===== src/rtl/time_disp_pkg.sv =====
// Shared definitions for the multiplexed time display: digit slots, 7-segment
// glyphs ({g,f,e,d,c,b,a}, active-high) and the time shown after reset.
package time_disp_pkg;

  typedef enum logic [2:0] {
    DIG_SS1  = 3'd0,
    DIG_SS10 = 3'd1,
    DIG_MM1  = 3'd2,
    DIG_MM10 = 3'd3,
    DIG_HH1  = 3'd4,
    DIG_HH10 = 3'd5
  } digit_t;

  typedef struct packed {
    logic       pm;
    logic [7:0] hh;
    logic [7:0] mm;
    logic [7:0] ss;
  } time_t;

  localparam logic [6:0] SEG_0     = 7'h3F;
  localparam logic [6:0] SEG_1     = 7'h06;
  localparam logic [6:0] SEG_2     = 7'h5B;
  localparam logic [6:0] SEG_3     = 7'h4F;
  localparam logic [6:0] SEG_4     = 7'h66;
  localparam logic [6:0] SEG_5     = 7'h6D;
  localparam logic [6:0] SEG_6     = 7'h7D;
  localparam logic [6:0] SEG_7     = 7'h07;
  localparam logic [6:0] SEG_8     = 7'h7F;
  localparam logic [6:0] SEG_9     = 7'h6F;
  localparam logic [6:0] SEG_BLANK = 7'h00;
  localparam logic [6:0] SEG_DASH  = 7'h40;

  localparam logic [7:0] RST_HH = 8'h12;
  localparam logic [7:0] RST_MM = 8'h00;
  localparam logic [7:0] RST_SS = 8'h00;

  // Scan order runs from seconds-ones up to hours-tens, then wraps.
  function automatic digit_t next_digit(input digit_t d);
    if (d == DIG_HH10) return DIG_SS1;
    return digit_t'(d + 3'd1);
  endfunction

endpackage


===== src/rtl/bcd_to_7seg.sv =====
// Combinational BCD nibble to 7-segment decoder; non-decimal nibbles show a
// dash and raise invalid.
module bcd_to_7seg
  import time_disp_pkg::*;
(
  input  logic [3:0] nibble,
  output logic [6:0] seg,
  output logic       invalid
);

  always_comb begin
    invalid = 1'b0;
    case (nibble)
      4'd0:    seg = SEG_0;
      4'd1:    seg = SEG_1;
      4'd2:    seg = SEG_2;
      4'd3:    seg = SEG_3;
      4'd4:    seg = SEG_4;
      4'd5:    seg = SEG_5;
      4'd6:    seg = SEG_6;
      4'd7:    seg = SEG_7;
      4'd8:    seg = SEG_8;
      4'd9:    seg = SEG_9;
      default: begin
        seg     = SEG_DASH;
        invalid = 1'b1;
      end
    endcase
  end

endmodule


===== src/rtl/time_display_scan.sv =====
// Scans a 6-digit HH MM SS display from a per-frame shadow of the BCD time bus.
// Define HOUR_BLANK_EN to blank a leading zero in the hours-tens digit.
module time_display_scan
  import time_disp_pkg::*;
#(
  parameter int SCAN_DIV       = 50000,
  parameter int DEAD_CYC       = 4,
  parameter int SEG_ACTIVE_LOW = 1
) (
  input  logic       clk,
  input  logic       reset_n,
  input  logic       en,
  input  logic [7:0] hh,
  input  logic [7:0] mm,
  input  logic [7:0] ss,
  input  logic       pm,
  output logic [6:0] seg,
  output logic       dp,
  output logic [5:0] an,
  output logic       frame_start,
  output logic       bcd_err
);

  localparam int            CW      = $clog2(SCAN_DIV);
  localparam logic [CW-1:0] CNT_MAX = CW'(SCAN_DIV - 1);
  localparam logic [CW-1:0] DEAD    = CW'(DEAD_CYC);
  localparam logic          POL     = (SEG_ACTIVE_LOW != 0);

  logic [CW-1:0] cnt_q, cnt_d;
  digit_t        digit_q, digit_d;
  time_t         shadow_q, shadow_d;
  logic          framed_q, framed_d;
  logic [6:0]    seg_q, seg_d;
  logic          dp_q, dp_d;
  logic [5:0]    an_q, an_d;
  logic          fs_q, fs_d;
  logic          err_q, err_d;

  logic [3:0]    nibble;
  logic [6:0]    dec_seg;
  logic          dec_inv;
  logic [6:0]    glyph;
  logic          slot_tick;
  logic          active;
  logic [6:0]    seg_raw;
  logic [5:0]    an_raw;
  logic          dp_raw;

  always_comb begin
    case (digit_q)
      DIG_SS1:  nibble = shadow_q.ss[3:0];
      DIG_SS10: nibble = shadow_q.ss[7:4];
      DIG_MM1:  nibble = shadow_q.mm[3:0];
      DIG_MM10: nibble = shadow_q.mm[7:4];
      DIG_HH1:  nibble = shadow_q.hh[3:0];
      default:  nibble = shadow_q.hh[7:4];
    endcase
  end

  bcd_to_7seg u_dec (
    .nibble  (nibble),
    .seg     (dec_seg),
    .invalid (dec_inv)
  );

  always_comb begin
`ifdef HOUR_BLANK_EN
    glyph = ((digit_q == DIG_HH10) && (nibble == 4'd0)) ? SEG_BLANK : dec_seg;
`else
    glyph = dec_seg;
`endif
  end

  // The shadow only reloads as the scan wraps to digit 0, so a frame never tears.
  always_comb begin
    slot_tick = (cnt_q == CNT_MAX);
    cnt_d     = cnt_q;
    digit_d   = digit_q;
    shadow_d  = shadow_q;
    framed_d  = framed_q;
    if (en) begin
      cnt_d = slot_tick ? '0 : cnt_q + CW'(1);
      if (slot_tick) begin
        digit_d = next_digit(digit_q);
        if (digit_q == DIG_HH10) begin
          shadow_d = time_t'({pm, hh, mm, ss});
          framed_d = 1'b1;
        end
      end
    end
  end

  always_comb begin
    active  = en && (cnt_q >= DEAD);
    an_raw  = '0;
    seg_raw = SEG_BLANK;
    dp_raw  = 1'b0;
    if (active) begin
      an_raw  = 6'b000001 << digit_q;
      seg_raw = glyph;
      dp_raw  = (digit_q == DIG_MM1) || (digit_q == DIG_HH1) ||
                ((digit_q == DIG_SS1) && shadow_q.pm);
    end
    // Pin polarity is folded in only here, right before the output flops.
    seg_d = seg_raw ^ {7{POL}};
    an_d  = an_raw ^ {6{POL}};
    dp_d  = dp_raw ^ POL;
    fs_d  = en && framed_q && (cnt_q == '0) && (digit_q == DIG_SS1);
    err_d = err_q | (en & dec_inv);
  end

  always_ff @(posedge clk or negedge reset_n) begin
    if (!reset_n) begin
      cnt_q    <= '0;
      digit_q  <= DIG_SS1;
      shadow_q <= time_t'({1'b0, RST_HH, RST_MM, RST_SS});
      framed_q <= 1'b0;
      seg_q    <= {7{POL}};
      an_q     <= {6{POL}};
      dp_q     <= POL;
      fs_q     <= 1'b0;
      err_q    <= 1'b0;
    end else begin
      cnt_q    <= cnt_d;
      digit_q  <= digit_d;
      shadow_q <= shadow_d;
      framed_q <= framed_d;
      seg_q    <= seg_d;
      an_q     <= an_d;
      dp_q     <= dp_d;
      fs_q     <= fs_d;
      err_q    <= err_d;
    end
  end

  assign seg         = seg_q;
  assign an          = an_q;
  assign dp          = dp_q;
  assign frame_start = fs_q;
  assign bcd_err     = err_q;

endmodule


===== config.mk =====
export PLATFORM = sky130hd
export DESIGN_NAME = time_display_scan
export DESIGN_NICKNAME = d
export VERILOG_FILES = /design/src/rtl/time_disp_pkg.sv /design/src/rtl/bcd_to_7seg.sv /design/src/rtl/time_display_scan.sv
export SDC_FILE = /design/constraint.sdc
export NUM_CORES = 1
export LEC_CHECK = 0
export CAP_MARGIN = 15
export CORE_ASPECT_RATIO = 1.75
export CORE_MARGIN = 2
export CORE_UTILIZATION = 53
export CTS_CLUSTER_SIZE = 40
export DETAILED_ROUTE_END_ITERATION = 16
export PLACE_DENSITY = 0.79
export SYNTH_ARGS = -nofsm -noshare
export SYNTH_HDL_FRONTEND = slang
export SYNTH_SLANG_ARGS = --single-unit

===== constraint.sdc =====
create_clock -name clk -period 3.67 [get_ports clk]
set_clock_uncertainty 0.2 [all_clocks]
set_input_delay 0.5505 -clock clk [delete_from_list [all_inputs] [get_ports clk]]
set_output_delay 0.5505 -clock clk [all_outputs]
set_load 0.01 [all_outputs]

==> flow_summary.json <==
{
  "status": "completed",
  "critPathMaxFanout": 9,
  "postLayoutCellArea_mm2": 0.00355,
  "swShare": 0.261,
  "holdWs_ns": 0.0467,
  "fp.dieW_um": 59.5,
  "post-route-drc-count": 0,
  "synth_compound_area_frac": 0.104,
  "finalNetCount": 331,
  "antenna_found_initial": 0,
  "fin_tns_setup_ns": 0,
  "routedWlPerCell_um": 16.7,
  "root_buffer": "clkbuf_8",
  "num_antenna_cells": 0,
  "crit_start": "digit_q[1]",
  "final_antenna_net_count": 0,
  "reg2reg_from": "digit_q[1]",
  "yosysSeqAreaShare": 0.541,
  "io_buffers": 43,
  "worstPathCellList": "and2_1, ha_1, o21bai_2, or2_2, a22oi_1, a21boi_0, o2111ai_1",
  "fin_crit_sh": 0.747,
  "min_path_type": "input pin to asynchronous set/reset pin",
  "worst_pin_slew_ns": 0.697,
  "combPwrFrac": 0.151,
  "first_global_vias": 2109,
  "p_seq_frac": 0.509,
  "clkTransAtPathRegs_ns": 0.07,
  "htreeDepth": 3,
  "gp_congestion": 0.926,
  "muxShareOfSynthArea": 0.114,
  "cts_buffers": 9,
  "end_kind": "flip-flop",
  "cp_num_buf_inv": 0,
  "track_usage": 0.225,
  "die_area_mm2": 0.00602,
  "area_delta_synth_final_pct": 24.0,
  "cp_top_family": "compound AO/OA/AOI/OAI gates",
  "clock_sinks": 61,
  "power.leakage_nw": 1.57,
  "cts_resized": 0,
  "cts_tree": "done",
  "synth_fp_nets": 277,
  "synth_top_family_by_area": "simple AND/OR/NAND/NOR gates",
  "synthAdderAreaFrac": 0.0131,
  "synth-simple-area-share": 0.168,
  "max_freq_ghz": 0.365,
  "vias": 2081,
  "finalCriticalPeriod_ns": 2.74,
  "num-fill-cells": 408,
  "ys_ff_latch": 61,
  "grt_pass1_wl_um": 10000,
  "post-synth-top-count-cell": "dfrtp_1",
  "power_density_mw_per_mm2": 442,
  "avgSynthCellArea_um2": 11.6,
  "die_h_um": 101,
  "slew_viol_final": 0,
  "p_sw_uw": 409,
  "hold_buffers": 0,
  "synth_common_cells": "dfrtp_1, mux2_2, nand2_1, dfstp_2, nand3_1",
  "grt_overflow": 0,
  "cpPeakStageDelay_ns": 0.54,
  "start_util": 0.544,
  "io-pin-count": 44,
  "cts_setup_buffers": 0,
  "cp-start-kind": "flip-flop",
  "wl_um": 6000,
  "cp_data_required_time_ns": 3.73,
  "yosysWarnings": 0,
  "async_flop_share": 1.00,
  "placed_area_mm2": 0.00337,
  "synth_top_area_cell": "dfrtp_1",
  "synth_area_leaders": "dfrtp_1, dfstp_2, mux2_2",
  "synth_top_area_share": 0.394,
  "rsz0062_at_grt": "false",
  "finalSetupViolations": 0,
  "coreArea_mm2": 0.00526,
  "drive_gt1_frac": 0.256,
  "cap_viol_max_count": 0,
  "arrival_ns": 2.80,
  "clk_latency_ns": 0.34,
  "drt_iter0_drc": 59,
  "syn_area_mm2": 0.00286,
  "relSlewSlack": 0.536,
  "hold_viol_final": 0,
  "slowest_stage": "a22oi_1",
  "grt_max_degree": 33,
  "first_pass_iters": 4,
  "clk_path_buf_depth": 2,
  "internal_power_mw": 1.16,
  "yosys_most_used_dff": "dfrtp_1",
  "synth-edff-count": 0,
  "postSynthCellCount": 246,
  "vdd_drop_max_uv": 308,
  "pwr-share-clk": 0.340,
  "synth.distinct_cells": 48,
  "dp_hpwl_um": 4320,
  "synth_xor_area_frac": 0.0367,
  "via_per_inst": 5.78,
  "path_class": "flip-flop to flip-flop",
  "rows": 35
}
==> layout make-up <==
class	count	area, µm²	share of cell area
sequential	61	1550	0.436
timing repair buffer	52	493	0.139
multi-input combinational	172	1250	0.351
inverter	4	15.0	0.00423
clock buffer	12	155	0.0437
clock inverter	4	22.5	0.00635
tap	55	68.8	0.0194
==> power groups by stage <==
stage	Sequential, mW	Combinational, mW	Clock, mW
floorplan	0.814	0.101	0
global placement	0.808	0.232	0
detailed placement	0.810	0.236	0
CTS	0.799	0.240	0.545
global route	0.806	0.266	0.574
finish	0.799	0.237	0.533
==> kinds of logic after synthesis <==
family          Yosys count
compound gates           44
xor+xnor                 12
fa+ha+maj                 3
buf+inv                  13
flops                    61
mux                      29
simple gates             84
==> metrics by stage <==
step / util / std cells / setup slack (ns) / power (mW)
after floorplan: - / 246 / 1.04 / 0.915
after global placement: 0.641 / 344 / 0.640 / 1.04
after detailed placement: 0.641 / 344 / 0.574 / 1.05
after CTS: 0.675 / 360 / 0.930 / 1.58
after global routing: 0.675 / 360 / 0.705 / 1.65
final: 0.675 / 360 / 0.927 / 1.57
==> sequential cells by signal, summed over array words and instances (netlist names) <==
| name | flops |
|---|---|
| cnt_q | 16 |
| an | 6 |
| shadow_q | 25 |
| framed_q | 1 |
| bcd_err | 1 |
| digit_q | 3 |
| dp | 1 |
| frame_start | 1 |
| seg | 7 |
==> final timing paths <==
kind	to	slack, ns	cells after the start
setup / recovery	seg[3]	0.93	7
hold / removal	shadow_q[7]	0.05	1
setup reg to reg	seg[3]	0.93	7
hold reg to reg	bcd_err	0.28	1
max in group asynchronous	an[0]	2.33	2
min in group clk	bcd_err	0.28	1
==> worst reg2reg max path, stage by stage, from the launching register on <==
cell and delay [ns]:
dfrtp_1 0.37, and2_1 0.18, ha_1 0.29, o21bai_2 0.32
or2_2 0.36, a22oi_1 0.54, a21boi_0 0.19, o2111ai_1 0.22
==> routing by layer <==
layer | vias to the layer above | GRT usage | part of all wire | routed length (µm)
li1 | 1005 | - | - | -
met1 | 1021 | 0.258 | 0.38 | 2290
met2 | 45 | 0.391 | 0.57 | 3410
met3 | 10 | 0.0524 | 0.034 | 202
met4 | 0 | 0.0991 | 0.017 | 103
met5 | - | 0 | 0 | 0
==> cell usage in the layout, fill, tap and decap left out, types with 2 or more instances in the layout <==
| cell type | instances |
|---|---|
| o21a_1 | 3 |
| clkdlybuf4s50_1 | 42 |
| and3_1 | 5 |
| buf_4 | 9 |
| clkbuf_8 | 11 |
| clkinv_2 | 3 |
| and2_1 | 3 |
| xor2_1 | 2 |
| a21oi_1 | 9 |
| nor3b_1 | 2 |
| or3_1 | 3 |
| xnor2_1 | 10 |
| a21o_1 | 3 |
| ha_1 | 3 |
| o211ai_1 | 5 |
| and3b_1 | 4 |
| o21ai_0 | 9 |
| nor3_1 | 9 |
| nand4_1 | 5 |
| dfrtp_1 | 45 |
| a21boi_0 | 2 |
| nand2_1 | 18 |
| dfstp_2 | 16 |
| inv_1 | 3 |
| nor2_1 | 11 |
| mux2_2 | 28 |
| a22oi_1 | 4 |
| nand3_1 | 12 |
| or2_2 | 4 |
Power figures use the tool's default switching activity.
==> patch, RTL diff (same settings) <==
Register the output `an` once more; this adds one clock of latency there. The other outputs are not delayed to match.
--- a/src/rtl/time_display_scan.sv
+++ b/src/rtl/time_display_scan.sv
@@ -134,7 +134,9 @@
   end
 
   assign seg         = seg_q;
-  assign an          = an_q;
+  always_ff @(posedge clk) begin
+    an <= an_q;
+  end
   assign dp          = dp_q;
   assign frame_start = fs_q;
   assign bcd_err     = err_q;
Function: changed (a bounded check fails within 10 cycles, from zero or initial values and one cycle with reset_n low).
==> patch against the unedited design <==
- count of clock-buffer cells in the layout grew 2
- area after synthesis grew 6.8%
- worst setup slack gained 0.12 ns
- fmax grew 4.6%
- worst hold slack lost 0.0063 ns
- critical path type unchanged
- power grew 4.0%
- wire length shrank 5.9%
- sequential cell count grew 6
- die area grew 6.4%
- final area grew 3.8%
- first-iteration DRC count shrank 22%
- critical endpoint unchanged
- combinational power shrank 7%
- synthesized cell count grew 1.6%
==> patch: results (changes against the unedited design) <==
* Outcome: finished, final reports clean
* Hold WS at 0.04038 ns (-0.006342 ns)
* Syn Nets at 281 (+1.4%)
* First-pass GRT wire length at 9.377 mm (-6.2%)
* Worst rel slew slack at 55.77% (+2.2 points)
* CP max FO at 18 (+9)
* Worst min-delay path class: in2async
* Number of buffers created by CTS at 9 (unchanged)
* Number of distinct library cells after synthesis at 61 (+27%)
* Dpl cell area at 0.003501 sq mm (+3.9%)
* Area contributors post-synth: dfrtp_1 37%, dfstp_2 14%, mux2_1 7.0%, dfxtp_1 3.9%, mux2_2 2.9%
* GPL Wtd Cong at 0.8094 (-13%)
* FFs w/ async S/R, synth at 91.04% (-9.0 points)
* Mean number of vias per cell at 5.403 (-6.5%)
* Slowest CP cell: dfrtp_1
* GRT Overall Usage at 19.98% (-2.5 points)
* Sequential share of the synthesized area at 54.57% (+0.50 points)
* Vias in the first global route at 2032 (-3.7%)
* Filler Cell Count at 471 (+15%)
* Reg2Reg Setup Slack at 1.05 ns (+0.12 ns)
* Arrival time at the worst endpoint at 2.68 ns (-0.12 ns)
* Drt pass-1 iters at 6 (+2)
* Lkg Pwr at 1.648 nW (+4.8%)
* Share of cells above drive strength 1 at 19.60% (-6.0 points)
* VDD IR max at 0.3526 mV (+14%)
* Dpl hpwl at 4.018 mm (-7.1%)
* Initial DRC count at 46 (-22%)
* Synth cell count leaders: 45 x dfrtp_1, 19 x mux2_1, 17 x nand2_1, 16 x dfstp_2, 15 x nor2_1
* Drt wl/cell at 14.97 microns (-10%)
* Final-stage net count at 327 (-1.2%)
* Crit path largest cell delay at 0.75 ns (+0.21 ns)
==> patch: power by group <==
part	leakage (nW)	internal (mW)	switching (mW)
clock network	0.0965	0.299	0.255
logic	0.720	0.121	0.0995
registers	0.832	0.814	0.0437
total	1.65	1.23	0.399
==> patch: worst max-delay path by stage <==
stage / start / endpoint / slack [ns]
2_1_floorplan: digit_q[1]$_DFFE_PN0P_ / seg[6]$_DFF_PN1_ / 1.51
3_3_place_gp: en / shadow_q[1]$_DFFE_PN0P_ / 0.91
3_5_place_dp: en / shadow_q[15]$_DFFE_PN0P_ / 0.89
4_1_cts: digit_q[1]$_DFFE_PN0P_ / seg[3]$_DFF_PN1_ / 1.03
5_1_grt: digit_q[1]$_DFFE_PN0P_ / seg[3]$_DFF_PN1_ / 0.88
6_report: digit_q[1]$_DFFE_PN0P_ / seg[3]$_DFF_PN1_ / 1.05
==> patch: critical path, delay by kind of cell, from the launching register on <==
kind / cells / cell delay (ns)
and+or+nand+nor: 1 / 0.27
adders and majority gates: 1 / 0.28
AOI/OAI and AO/OA: 5 / 1.03
DFF: 1 / 0.75
==> patch: metal layers <==
layer / GRT usage (%) / vias to the layer above / share of wire, %
met1: 23.88 / 1000 / 40
met5: 0 / - / 0
met3: 5.348 / 7 / 3.5
met4: 7.903 / 0 / 1.4
met2: 32.98 / 41 / 55
li1: - / 989 / -
==> patch: cells by family (layout without fill, tap and decap cells) <==
logic type / after synthesis / in the layout / share of synthesized area, %
AO/OA/AOI/OAI: 42 / 42 / 11.35
adder cells (fa/ha/maj): 3 / 3 / 1.229
flip-flops: 67 / 67 / 54.57
XOR/XNOR: 13 / 13 / 3.728
multiplexers: 29 / 29 / 10.94
buffers and inverters: 15 / 66 / 3.645
AND/OR/NAND/NOR: 81 / 81 / 14.54
==> patch: final cells by class <==
cell class | instances | area, sq um | share of cell area, %
clock buffers | 14 | 172.7 | 4.688
clock inverters | 2 | 10.01 | 0.2717
inverters | 4 | 15.01 | 0.4076
multi-input cells | 168 | 1276 | 34.65
flip-flops and latches | 67 | 1667 | 45.24
well taps | 76 | 95.09 | 2.582
repair buffers | 46 | 447.9 | 12.16
==> patch: through the flow <==
step           setup WS [ns]  cells  utilization, %
4_1_cts                1.033    377           65.95
3_5_place_dp          0.8867    361           62.68
3_3_place_gp          0.9101    361           62.68
6_report               1.048    377           65.95
2_1_floorplan          1.506    250               -
5_1_grt               0.8826    377           65.95
